## src/rtl/elastic_pipeline.sv

```systemverilog
// Elastic register pipeline with a combinational ready chain.
// Bubbles collapse forward even while the output is stalled.
module elastic_pipeline #(
  parameter int DATA_WIDTH      = 8,
  parameter int PIPELINE_LENGTH = 16,
  localparam int OCC_W = $clog2(PIPELINE_LENGTH + 1)
) (
  input  logic                  clk,
  input  logic                  rst,
  input  logic                  flush,
  input  logic [DATA_WIDTH-1:0] input_data,
  input  logic                  input_valid,
  output logic                  input_ready,
  output logic [DATA_WIDTH-1:0] output_data,
  output logic                  output_valid,
  input  logic                  output_ready,
  output logic [OCC_W-1:0]      occupancy
);

  localparam int LAST = PIPELINE_LENGTH - 1;

  logic [PIPELINE_LENGTH-1:0] valid_q;
  logic [PIPELINE_LENGTH-1:0] adv;
  logic [PIPELINE_LENGTH-1:0] prev_valid;
  logic [DATA_WIDTH-1:0]      data_q     [PIPELINE_LENGTH];
  logic [DATA_WIDTH-1:0]      prev_data  [PIPELINE_LENGTH];
  logic [OCC_W-1:0]           occ_q;
  logic                       in_hs;
  logic                       out_hs;

  // A stage may move when any stage at or ahead of it is empty.
  always_comb begin : ready_chain
    logic chain;
    chain = output_ready;
    adv   = '0;
    for (int i = LAST; i >= 0; i--) begin
      chain  = chain | ~valid_q[i];
      adv[i] = chain;
    end
  end

  always_comb begin
    prev_valid    = '0;
    prev_valid[0] = in_hs;
    prev_data[0]  = input_data;
    for (int i = 1; i < PIPELINE_LENGTH; i++) begin
      prev_valid[i] = valid_q[i-1];
      prev_data[i]  = data_q[i-1];
    end
  end

  assign input_ready  = rst & adv[0] & ~flush;
  assign in_hs        = input_valid & input_ready;
  assign out_hs       = valid_q[LAST] & output_ready;
  assign output_valid = valid_q[LAST];
  assign output_data  = data_q[LAST];
  assign occupancy    = occ_q;

  always_ff @(posedge clk or negedge rst) begin
    if (!rst) begin
      valid_q <= '0;
    end else if (flush) begin
      valid_q <= '0;
    end else begin
      for (int i = 0; i < PIPELINE_LENGTH; i++) begin
        if (adv[i]) valid_q[i] <= prev_valid[i];
      end
    end
  end

  // Payload only moves with a valid beat; empty stages keep stale data.
  always_ff @(posedge clk or negedge rst) begin
    if (!rst) begin
      for (int i = 0; i < PIPELINE_LENGTH; i++) begin
        data_q[i] <= '0;
      end
    end else if (!flush) begin
      for (int i = 0; i < PIPELINE_LENGTH; i++) begin
        if (adv[i] && prev_valid[i]) data_q[i] <= prev_data[i];
      end
    end
  end

  always_ff @(posedge clk or negedge rst) begin
    if (!rst) begin
      occ_q <= '0;
    end else if (flush) begin
      occ_q <= '0;
    end else if (in_hs && !out_hs) begin
      occ_q <= occ_q + OCC_W'(1);
    end else if (out_hs && !in_hs) begin
      occ_q <= occ_q - OCC_W'(1);
    end
  end

endmodule

```

## config.mk

```make
export PLATFORM = sky130hd
export DESIGN_NAME = elastic_pipeline
export DESIGN_NICKNAME = d
export VERILOG_FILES = /design/src/rtl/elastic_pipeline.sv
export SDC_FILE = /design/constraint.sdc
export NUM_CORES = 1
export LEC_CHECK = 0
export CORE_MARGIN = 5
export CORE_UTILIZATION = 55
export CTS_BUF_LIST = sky130_fd_sc_hd__clkbuf_8 sky130_fd_sc_hd__clkbuf_16
export DETAILED_ROUTE_END_ITERATION = 10
export GPL_ROUTABILITY_DRIVEN = 1
export PLACE_DENSITY = 0.74
export RECOVER_POWER = 25
export SETUP_SLACK_MARGIN = 0.15
export SYNTH_ARGS = -nofsm -noshare
export SYNTH_HDL_FRONTEND = slang
export SYNTH_SLANG_ARGS = --single-unit
```

## constraint.sdc

```tcl
create_clock -name clk -period 6.7 [get_ports clk]
set_clock_uncertainty 0.05 [all_clocks]
set_input_delay 0.67 -clock clk [delete_from_list [all_inputs] [get_ports clk]]
set_output_delay 0.67 -clock clk [all_outputs]
set_load 0.05 [all_outputs]
```

==> results.cfg, run 1 <==
[run_status]
status = complete, but fails checks
failed_checks = max-capacitance violations

[worst_setup_path]
rr_endpoint = occupancy[4]
crit_buf_inv = 2
critical_path.max_stage_delay_ns = 1.12
timing.rr.start = valid_q[8]
rr_worst_depth = 11
crit_path_max_fanout = 8
rrSetupSlack_ns = 2.70
crit_required_ns = 5.98
crit_start = output_ready
crit_family = simple AND/OR/NAND/NOR gates
worst-path-stages = 6
crit_arrival_ns = 3.72
critPathLaunchType = primary input
worstSetupEndpoint = input_ready
path_class = in2out
slowest_stage = nor4_1
worstSetupEndpointType = primary output
path_cells = dlygate4sd3_1, nand4b_1, nor4_1, nand3_2, and3_1, clkdlybuf4s50_1

[clock_tree]
cts.sinks = 149
clk_pin_slew_ns = 0.06
cts_buffer_depth = 2
cts-root-buf = clkbuf_8
worstSkewPairLatency_ns = 0.51
cts_setup_buffers = 0
cts_buffers = 17
cts_hold_buf = 0
cts_tree = done
cts.htree.levels = 4
cts_resized = 0

[place]
post-dp-hpwl_um = 6150
io_buffer_count = 27
routabilityCongestion = 0.814
dp_slack_ns = 2.28
placed_cells = 559

[timing]
drv_slew = 0
rsz0062_at_grt = no
finalHoldViolations = 0
fin_crit_sh_pct = 66.3
fin_hold_ws_ns = 0.0747
max-slew-margin-rel_pct = 1.22
max_freq_mhz = 225
setup_violations = 0
min_period_ns = 4.44
tightest_slew_ns = 1.47
post-route-worst-setup-slack_ns = 2.26
tns_ns = 0

[yosys]
async_flop_share_pct = 100
synth_area_leaders = dfrtp_1 (62%), mux2_2 (23%), mux2_4 (2.0%)
ys_types = 45
avgSynthCellArea_um2 = 14.8
synth_enable_flop_cells = 0
synthTopCellsByCount = dfrtp_1 (149), mux2_2 (121), nor2_1 (24)
ys_warn_count = 0
synth.net_count = 427
synth_top_cell_by_area = dfrtp_1
synth_top_area_share_pct = 61.7
ys_ff_latch = 149
synth_ff_type = dfrtp_1
synth_seq_area_share_pct = 61.7
syn_inst = 409
netlist_area_um2 = 6050
post-synth-top-count-cell = dfrtp_1

[finish]
final-seq-area_um2 = 3730
diodes = 0
fin_nets = 456
synthToLayoutAreaGrowth_pct = 15.8
multiInputGateArea_um2 = 2180
nFillCells = 772
drive_gt1_share_pct = 37.5
final_cell_count_no_fill = 591

[grt]
grt_max_degree = 86
grt_usage_pct = 15.9
grt_pass1_vias = 3409
grt_pass1_wl_um = 16600
antenna_found_initial = 0
overflow = 0

[hold_path]
hold_path_class = in2async

[floorplanning]
core_um2 = 10800
rows = 38
die_w_um = 115
io_pins = 28
die_h_um = 115
start_util_pct = 56.0
dieArea_um2 = 13200

[route]
drc = 0
postRouteAntennaNets = 0
wl_per_cell_um = 16.0
drt-initial-drc-count = 201
routed_wl_um = 9450
drtPass1Iterations = 5
vias = 3251
vias_per_cell = 5.50

[power]
vdd_drop_max_v = 0.000170
p_leak_uw = 0.00341
power_density_nw_per_um2 = 301

[flow_run]
max_cap_violations = 1
registers in the layout (all words and copies together) (netlist names):
signal       cells
valid_q         16
occupancy        5
output_data      8
data_q         120
cells by family after synthesis:
family | synth area share [%]
XOR/XNOR | 0.579
flip-flops | 61.7
buffers and inverters | 2.09
AO/OA/AOI/OAI | 2.79
adder cells (fa/ha/maj) | 1.16
AND/OR/NAND/NOR | 6.87
multiplexers | 24.9
metal layers:
metal | routed length, µm | share of wire (%) | vias to the layer above | track usage (%)
li1 | - | - | 1510 | -
met2 | 4830 | 51 | 53 | 26.2
met5 | 0 | 0 | - | 0
met1 | 4180 | 44 | 1682 | 20.0
met4 | 65 | 0.69 | 0 | 5.32
met3 | 379 | 4.0 | 6 | 5.11
through the flow:
stage | util (%) | total power, µW | area, µm²
2_1_floorplan | - | 1080 | 6050
3_3_place_gp | 59.2 | 1130 | 6390
3_5_place_dp | 59.2 | 1140 | 6390
4_1_cts | 65.0 | 2130 | 7020
5_1_grt | 64.9 | 2190 | 7010
6_report | 64.9 | 2110 | 7010
worst register-to-register path, stage by stage, from the launching register on:
cell and delay [ns]:
dfrtp_1 0.46, nand4_4 0.17, nor4_1 1.23, nand3_2 0.18, and3_1 0.26, nand3_1 0.19, ha_1 0.28, a21o_1 0.16
a21oi_1 0.22, nor3_1 0.07, nor3_1 0.25, mux2_2 0.35
worst min path at each step:
stage          startpoint      endpoint  slack [ns]  depth (start not counted)
3_5_place_dp   data_q[48]    data_q[48]        0.44                          1
3_3_place_gp   data_q[28]    data_q[20]        0.43                          1
6_report              rst    valid_q[2]        0.07                          1
4_1_cts               rst    valid_q[2]        0.09                          1
2_1_floorplan         rst   data_q[100]        0.32                          0
5_1_grt               rst  occupancy[4]        0.11                          1
layout make-up:
| type | count | share of cell area (%) |
|---|---|---|
| flip-flops and latches | 149 | 53.2 |
| multi-input cells | 237 | 31.1 |
| clock buffers | 17 | 5.91 |
| repair buffers | 28 | 3.98 |
| clock inverters | 15 | 3.04 |
| well taps | 140 | 2.50 |
| inverters | 5 | 0.268 |
cells in the final DEF, fill, tap and decap left out, drive strengths merged, types with 2 or more instances in the layout:
cell	n
dfrtp	149
mux2	129
nor2	25
clkdlybuf4s50	24
clkbuf	17
nand3	15
nand2	11
a21oi	11
inv	10
bufinv	5
nor3	4
ha	4
nor3b	4
and3	3
clkinv	3
xnor2	2
xor2	2
mux2i	2
o31ai	2
or3	2
a31oi	2
clkinvlp	2
dlygate4sd3	2
nand4	2
buf	2
where the power goes:
group	internal (µW)	switching, µW
combinational	68.6	64.7
sequential	954	29.7
clock	639	351
No activity file was read; power rests on OpenSTA's default activity.
==> run 2: changes to the inputs <==
CORE_UTILIZATION = 54   (was 55)
PLACE_DENSITY = 0.75   (was 0.74)
clock period = 3.65 ns   (was 6.7 ns; I/O delays follow)
==> results.cfg, run 2 (synthesized netlist as in run 1, its figures left out) <==
[run_status]
status = complete, but fails checks
failed_checks = max-capacitance violations, max-slew violations

[floorplanning]
rows = 38
io_pins = 28
dieArea_um2 = 13400
die_w_um = 116
core_um2 = 10900
start_util_pct = 55.5
die_h_um = 116

[place]
post-dp-hpwl_um = 6190
routabilityCongestion = 0.810
dpl_cell_area_um2 = 6410
io_buffer_count = 27

[route]
drtPass1Iterations = 5
drc = 0
wl_per_cell_um = 15.6
vias_per_cell = 5.55
postRouteAntennaNets = 0
vias = 3304
drt-initial-drc-count = 156
routed_wl_um = 9260

[finish]
top_register = data_q
final_common_cell = dfrtp_1
diodes = 0
finish.utilization_pct = 64.6
design_area_um2 = 7030
fin_nets = 460
drive_gt1_share_pct = 38.5
layout_common_cells = dfrtp_1 (149), mux2_2 (121), nor2_1 (24), clkdlybuf4s50_1 (24), clkbuf_16 (16)
synthToLayoutAreaGrowth_pct = 16.3
largest_reg_flops = 120

[grt]
antenna_found_initial = 0
overflow = 0
grt_pass1_vias = 3452
grt_usage_pct = 15.8
grt_pass1_wl_um = 16500
grt_max_degree = 87

[timing]
fin_hold_ws_ns = 0.411
tns_ns = 0
max-slew-margin-rel_pct = -2.26
tightest_slew_ns = 1.53
setup_violations = 0
finalHoldViolations = 0
fin_crit_sh_pct = 87.3
rsz0062_at_grt = no
max_freq_mhz = 314
min_period_ns = 3.19
drv_slew = 66

[hold_path]
hold_path_class = in2reg

[clock_tree]
cts-root-buf = clkbuf_8
cts.sinks = 149
cts.htree.levels = 4
cts_buffer_depth = 2
clk_pin_slew_ns = 0.06
cts_buffers = 17
cts_resized = 0
worstSkewPairLatency_ns = 0.52
cts_tree = done

[power]
power_density_nw_per_um2 = 546
pwr-share-clk_pct = 46.6
vdd_drop_max_v = 0.000456
combPwrFrac_pct = 6.4
p_leak_uw = 0.00343
total_power_uw = 3840
power_switching_uw = 818
p_sw_share_pct = 21.3
power_frac_seq_pct = 47.0
p_int_uw = 3020

[worst_setup_path]
crit_arrival_ns = 3.54
critPathLaunchType = register
worstSetupEndpointType = register
path_class = reg2reg
crit_required_ns = 4.00
crit_path_max_fanout = 8

[flow_run]
max_cap_violations = 1
run 2: cell count changes in the layout (fill, tap and decap cells not counted), sizes merged:
cell,change
clkinv,+6
buf,+1
clkinvlp,-2
clkbuf,+5
inv,-5
bufinv,-1
run 2: layer usage:
layer	vias to the layer above	track usage [%]	share of wire [%]
met2	71	25.3	49
met1	1692	19.8	44
met5	-	0	0
met3	19	4.91	4.7
met4	0	7.04	2.1
li1	1522	-	-
run 2: worst paths after layout:
check                               from  cells after the start      endpoint  slack, ns
max                           valid_q[8]                     11  occupancy[4]       0.46
max in group asynchronous            rst                      3    data_q[62]       1.69
min in group asynchronous            rst                      3   valid_q[12]       0.73
max reg2reg                   valid_q[8]                     11  occupancy[4]       0.46
min                        input_data[5]                      2   data_q[125]       0.41
min reg2reg                   data_q[38]                      1    data_q[30]       0.45
run 2: cell type report:
class / count / area [µm²]
Fill cell: 806 / 3860
Sequential cell: 149 / 3730
Multi-Input combinational cell: 237 / 2190
Clock buffer: 19 / 442
Timing Repair Buffer: 32 / 295
Clock inverter: 13 / 180
Tap cell: 140 / 175
Inverter: 5 / 18.8
run 2: critical path, stage by stage (launching register included):
cell	delay [ns]
dfrtp_1	0.44
nand4_4	0.18
nor4_4	0.55
nand3_2	0.14
and3_1	0.22
nand3_1	0.20
ha_1	0.29
a21o_1	0.17
a21oi_1	0.22
nor3_1	0.07
nor3_1	0.21
mux2_2	0.35
run 2: power groups by stage:
| stage | clock network [µW] | registers, µW | logic (µW) |
|---|---|---|---|
| after CTS | 1830 | 1810 | 252 |
| after floorplan | 0 | 1840 | 146 |
| after global routing | 1900 | 1820 | 274 |
| after global placement | 0 | 1830 | 242 |
| final | 1790 | 1810 | 244 |
| after detailed placement | 0 | 1840 | 248 |
run 2: timing repair:
action | in CTS | in global routing
hold buffers | 1 | 0
setup endpoints to repair | 0 | 0
endpoints found under the hold margin | 60 | 0
buffers inserted | 0 | 0
run 2: metrics by stage:
step / setup slack [ns] / instances
6_report: 0.462 / 595
5_1_grt: 0.208 / 595
4_1_cts: 0.452 / 595
3_5_place_dp: 0.154 / 562
3_3_place_gp: 0.261 / 562
2_1_floorplan: 0.284 / 409
